===== src/rtl/seq_det_pkg.sv =====
// Shared types and defaults for the serial pattern detection controller.
// The cfg struct is sized from the package defaults, which the top-level parameters follow.
package seq_det_pkg;

    localparam int unsigned SD_MAX_LEN = 8;
    localparam int unsigned SD_CNT_W   = 8;
    localparam int unsigned SD_LEN_W   = $clog2(SD_MAX_LEN + 1);

    typedef enum logic [1:0] {IDLE, CFGD, RUN, DONE} ctrl_state_t;

    typedef struct packed {
        logic [SD_MAX_LEN-1:0] pattern;
        logic [SD_LEN_W-1:0]   len;
        logic [SD_CNT_W-1:0]   target;
        logic                  overlap;
    } cfg_t;

    function automatic logic len_legal(input int unsigned len, input int unsigned max_len);
        return (len != 0) && (len <= max_len);
    endfunction

endpackage


===== src/rtl/seq_match_window.sv =====
// Shift window, fill counter and length-masked pattern compare.
// hit is combinational and reflects the bit being shifted in this cycle.
module seq_match_window
    import seq_det_pkg::*;
#(
    parameter int unsigned MAX_LEN = SD_MAX_LEN,
    parameter int unsigned LEN_W   = $clog2(MAX_LEN + 1)
) (
    input  logic               clk_c,
    input  logic               reset_r,
    input  logic               shift_en,
    input  logic               din,
    input  logic               clear,
    input  logic [LEN_W-1:0]   len,
    input  logic [MAX_LEN-1:0] pattern,
    input  logic               overlap,
    output logic               hit
);

    logic [MAX_LEN-1:0] window;
    logic [MAX_LEN-1:0] window_new;
    logic [MAX_LEN-1:0] mask;
    logic [LEN_W-1:0]   fill;
    logic [LEN_W-1:0]   fill_new;

    always_comb begin
        window_new = {window[MAX_LEN-2:0], din};
        fill_new   = (fill == LEN_W'(MAX_LEN)) ? fill : fill + 1'b1;
        mask       = '0;
        for (int i = 0; i < int'(MAX_LEN); i++) begin
            mask[i] = (i < int'(len));
        end
        hit = shift_en && (fill_new >= len) && (((window_new ^ pattern) & mask) == '0);
    end

    always_ff @(posedge clk_c) begin
        if (!reset_r || clear) begin
            window <= '0;
            fill   <= '0;
        end else if (shift_en) begin
            window <= window_new;
            // Non-overlapping mode demands len fresh bits before the next match.
            fill   <= (hit && !overlap) ? '0 : fill_new;
        end
    end

endmodule


===== src/rtl/seq_detect_ctrl.sv =====
// Run-time controller: config handshake, arm/disarm, match counting and completion.
// All outputs are registered; the match window lives in seq_match_window.
module seq_detect_ctrl
    import seq_det_pkg::*;
#(
    parameter int unsigned MAX_LEN = SD_MAX_LEN,
    parameter int unsigned CNT_W   = SD_CNT_W,
    parameter int unsigned LEN_W   = $clog2(MAX_LEN + 1)
) (
    input  logic               clk_c,
    input  logic               reset_r,
    input  logic               cfg_valid_i,
    output logic               cfg_ready_o,
    input  logic [MAX_LEN-1:0] cfg_pattern_i,
    input  logic [LEN_W-1:0]   cfg_len_i,
    input  logic [CNT_W-1:0]   cfg_target_i,
    input  logic               cfg_overlap_i,
    output logic               cfg_err_o,
    input  logic               start_i,
    input  logic               stop_i,
    input  logic               bit_valid_i,
    input  logic               bit_i,
    output logic               match_o,
    output logic [CNT_W-1:0]   match_cnt_o,
    output logic               busy_o,
    output logic               done_o
);

    ctrl_state_t      state;
    cfg_t             cfg;
    logic             hit;
    logic             shift_en;
    logic             len_ok;
    logic [CNT_W-1:0] cnt_inc;

    assign len_ok   = len_legal(32'(cfg_len_i), MAX_LEN);
    // stop_i masks the shift so a completing bit in a stop cycle never counts.
    assign shift_en = (state == RUN) && bit_valid_i && !stop_i;
    assign cnt_inc  = (&match_cnt_o) ? match_cnt_o : match_cnt_o + 1'b1;

    seq_match_window #(
        .MAX_LEN (MAX_LEN),
        .LEN_W   (LEN_W)
    ) u_window (
        .clk_c    (clk_c),
        .reset_r  (reset_r),
        .shift_en (shift_en),
        .din      (bit_i),
        .clear    (state != RUN),
        .len      (cfg.len),
        .pattern  (cfg.pattern),
        .overlap  (cfg.overlap),
        .hit      (hit)
    );

    always_ff @(posedge clk_c) begin
        if (!reset_r) begin
            state       <= IDLE;
            cfg         <= '0;
            cfg_ready_o <= 1'b1;
            cfg_err_o   <= 1'b0;
            match_o     <= 1'b0;
            match_cnt_o <= '0;
            busy_o      <= 1'b0;
            done_o      <= 1'b0;
        end else begin
            match_o   <= 1'b0;
            cfg_err_o <= 1'b0;
            unique case (state)
                IDLE, CFGD: begin
                    if (cfg_valid_i) begin
                        if (len_ok) begin
                            cfg   <= '{pattern: cfg_pattern_i, len: cfg_len_i,
                                       target: cfg_target_i, overlap: cfg_overlap_i};
                            state <= CFGD;
                        end else begin
                            cfg_err_o <= 1'b1;
                        end
                    end else if (start_i && state == CFGD) begin
                        state       <= RUN;
                        match_cnt_o <= '0;
                        cfg_ready_o <= 1'b0;
                        busy_o      <= 1'b1;
                    end
                end
                RUN: begin
                    if (stop_i) begin
                        state       <= CFGD;
                        cfg_ready_o <= 1'b1;
                        busy_o      <= 1'b0;
                    end else if (hit) begin
                        match_o     <= 1'b1;
                        match_cnt_o <= cnt_inc;
                        if (cfg.target != '0 && cnt_inc == cfg.target) begin
                            state  <= DONE;
                            busy_o <= 1'b0;
                            done_o <= 1'b1;
                        end
                    end
                end
                DONE: begin
                    if (stop_i) begin
                        state       <= CFGD;
                        cfg_ready_o <= 1'b1;
                        done_o      <= 1'b0;
                    end else if (start_i) begin
                        state       <= RUN;
                        match_cnt_o <= '0;
                        busy_o      <= 1'b1;
                        done_o      <= 1'b0;
                    end
                end
                default: state <= IDLE;
            endcase
        end
    end

endmodule

===== config.mk =====
export PLATFORM = sky130hd
export DESIGN_NAME = seq_detect_ctrl
export DESIGN_NICKNAME = d
export VERILOG_FILES = /design/src/rtl/seq_det_pkg.sv /design/src/rtl/seq_match_window.sv /design/src/rtl/seq_detect_ctrl.sv
export SDC_FILE = /design/constraint.sdc
export NUM_CORES = 1
export LEC_CHECK = 0
export ABC_AREA = 1
export BUFFER_PORTS_ARGS = -buffer_cell sky130_fd_sc_hd__buf_2
export CAP_MARGIN = 20
export CELL_PAD_IN_SITES_DETAIL_PLACEMENT = 2
export CELL_PAD_IN_SITES_GLOBAL_PLACEMENT = 2
export CORE_UTILIZATION = 30
export CTS_CLUSTER_SIZE = 24
export DETAILED_ROUTE_END_ITERATION = 8
export HOLD_SLACK_MARGIN = 0.03
export PLACE_DENSITY_LB_ADDON = 0.1
export SYNTH_ARGS = -nofsm -noshare
export SYNTH_HDL_FRONTEND = slang
export SYNTH_SLANG_ARGS = --single-unit

===== constraint.sdc =====
create_clock -name clk_c -period 3.2 [get_ports clk_c]
set_clock_uncertainty 0.2 [all_clocks]
set_input_delay 0.64 -clock clk_c [delete_from_list [all_inputs] [get_ports clk_c]]
set_output_delay 0.64 -clock clk_c [all_outputs]
set_load 0.05 [all_outputs]

==> impl_metrics.tcl <==
set metrics [dict create \
    dp_cells 529 \
    tns_ns 0 \
    postCtsSetupBuffers 0 \
    endpoint_kind "flop" \
    worstPathRequired_ns 3.18 \
    port_buffers 40 \
    synth-main-ff-cell "dfxtp_1" \
    ios 41 \
    cp_max_fo 16 \
    cts_made_buffers 5 \
    dp_hpwl_mm 6.27 \
    start_util_pct 31.5 \
    critPathMostFrequentCell "nand2_1" \
    post_drt_wl_per_cell_microns 14.7 \
    grt-ovfl-total 0 \
    clk_latency_ns 0.31 \
    drv_slew 0 \
    grt_pass1_vias 2780 \
    synth_area_leaders "dfxtp_1 36%, nand2_1 12%, nor2_1 8.1%, o21ai_0 6.8%, inv_1 6.3%" \
    start_kind "flop" \
    cpMaxStageDelayCell "a21oi_4" \
    status "finished, final reports clean" \
    min_period_ns 2.87 \
    fin_nets 466 \
    hold-worst-slack_ns 0.264 \
    fin_area_sq_mm 0.00304 \
    drt_pre_antenna_iters 5 \
    power_frac_comb_pct 29.6 \
    die_height_microns 95.9 \
    powerDensity_mw_per_mm2 511 \
    cts.repair.resized 0 \
    relSlewSlack_pct 70.3 \
    clock-sinks 47 \
    via_count 2633 \
    p_total_mw 1.56 \
    drive_above_1_share_pct 17.1 \
    coreArea_sq_mm 0.00838 \
    yosysTopAreaCell "dfxtp_1" \
    fin_util_pct 36.3 \
    final_antenna_net_count 0 \
    setup_slack_ns 0.329 \
    area_delta_synth_final_pct 15.1 \
    htree_num_levels 2 \
    max_freq_mhz 348 \
    place_area_sq_mm 0.00295 \
    grt_use_met3_pct 2.61 \
    yosys_warnings 0 \
    synth-edff-count 0 \
    tightestPinTransition_ns 0.446 \
    hold_path.class "reg -> reg" \
    clockRootBuffer "clkbuf_8" \
    yosysTopAreaCellShare_pct 35.6 \
    switching_power_mw 0.616 \
    syn_nets 426 \
    p_leak_nw 1.46 \
    cp_cell_sequence "inv_1 > ha_1 > nand2_1 > nor2_1 > xor2_1 > inv_1 > ha_1 > inv_1 > nand2_1 > nand2_1 > nand2_1 > nand3_1 > nand2_1 > inv_2 > nand3_4 > a21oi_4 > o21ai_0 > o21ai_1 > nor2_1" \
    wirelength_mm 7.88 \
    p_clk_share_pct 25.1 \
    crit_path_max_incr_delay_ns 0.39 \
    fp.dieW_microns 95.9 \
    grt_setup_unrepaired "no" \
    criticalPathCategory "reg -> reg" \
    globalplace.congestion 0.768 \
    synthArstFlopShare_pct 0 \
    synth.most_common_cell "nand2_1" \
    die_area_sq_mm 0.00919 \
    placementRows 33 \
    cts_tree "yes" \
    synthCells 391 \
    ys_seq_area_share_pct 35.6 \
    maxCapViolations 0 \
    p_seq_share_pct 45.3 \
    max-vdd-ir-drop_uv 178 \
    post-place-ws_ns 0.363 \
    p_int_mw 0.939 \
    grt_use_met1_pct 21.9 \
    syn-mean-instance-area_sq_um 6.76 \
    clkTransAtPathRegs_ns 0.10 \
    grt.total_usage_pct 18.5 \
    met2_usage_pct 35.2 \
    synth_common_cells "87 x nand2_1, 57 x nor2_1, 47 x dfxtp_1" \
    holdBufCountCts 0 \
    antenna_cells 0 \
    busiest_layer "met2" \
    period_share_pct 89.7 \
    grt_max_degree 29 \
    clockBufferDepth 2 \
    drc 0 \
    antenna_found_initial 0 \
    synth.distinct_cells 35 \
    viasPerCell 4.90 \
    synth.cell_area_sq_mm 0.00264 \
    ys_ff_latch 47 \
    arrival_ns 2.85 \
    drtIter0Drc 26 \
    layoutNonFillerInstCount 537 \
    setup_violations 0 \
    hold_viol 0 \
    grt_pass1_wl_mm 13.0 \
    swShare_pct 39.6 \
]
## cell type report
type | count | area, sq um
clock buffer | 5 | 68.8
clock inverter | 3 | 25.0
fill | 1053 | 5340
inverter | 51 | 194
multi-input combinational | 283 | 1460
sequential | 47 | 941
tap | 105 | 131
timing repair buffer | 43 | 223
## critical path, delay by kind of cell (launching register included)
kind            cells  cell delay [ns]
flops               1             0.34
simple gates        9             0.63
xor+xnor            1             0.21
fa+ha+maj           2             0.34
buf+inv             4             0.30
compound gates      3             0.69
## layout by cell type, fill, tap and decap left out, drive strengths merged
| master | synthesis | final |
|---|---|---|
| o21ai | 39 | 39 |
| xnor2 | 2 | 2 |
| o21bai | 1 | 1 |
| a211oi | 8 | 8 |
| nor2 | 62 | 62 |
| o211ai | 2 | 2 |
| or2 | 1 | 1 |
| clkinvlp | 0 | 1 |
| clkbuf | 7 | 5 |
| nor3 | 3 | 3 |
| xor2 | 9 | 9 |
| dfxtp | 47 | 47 |
| nand3b | 1 | 1 |
| nand3 | 22 | 22 |
| clkinv | 1 | 1 |
| a21oi | 28 | 28 |
| nand2 | 93 | 93 |
| inv | 50 | 52 |
| ha | 7 | 7 |
| buf | 3 | 43 |
| nand4 | 5 | 5 |
## layer usage
metal	part of all wire, %	up-vias
met4	0.57	0
met1	46	1275
met3	1.8	2
li1	-	1334
met2	52	22
met5	0	-
## power by group through the flow
| stage | clock, mW | combinational, mW | sequential [mW] |
|---|---|---|---|
| CTS | 0.408 | 0.469 | 0.706 |
| detailed placement | 0 | 0.467 | 0.719 |
| global placement | 0 | 0.451 | 0.717 |
| floorplan | 0 | 0.275 | 0.776 |
| finish | 0.391 | 0.460 | 0.704 |
| global route | 0.422 | 0.518 | 0.713 |
## worst paths after layout
kind                          from        endpoint  slack (ns)  depth (start not counted)
setup / recovery  u_window.fill[0]  match_cnt_o[0]        0.33                         19
hold / removal              done_o          done_o        0.26                          2
setup reg to reg  u_window.fill[0]  match_cnt_o[0]        0.33                         19
hold reg to reg             done_o          done_o        0.26                          2
## state kept, by name, summed over array words and instances (netlist names)
signal           cells
cfg                 21
match_cnt_o          8
u_window.window      7
u_window.fill        4
state                2
busy_o               1
cfg_err_o            1
cfg_ready_o          1
done_o               1
match_o              1
## cells by family after synthesis
family | Yosys count | synth area share (%)
adder cells (fa/ha/maj) | 7 | 3.31
flip-flops | 47 | 35.6
buffers and inverters | 61 | 9.19
AND/OR/NAND/NOR | 187 | 31.6
AO/OA/AOI/OAI | 78 | 16.6
XOR/XNOR | 11 | 3.65
No activity file was read; power rests on OpenSTA's default activity.
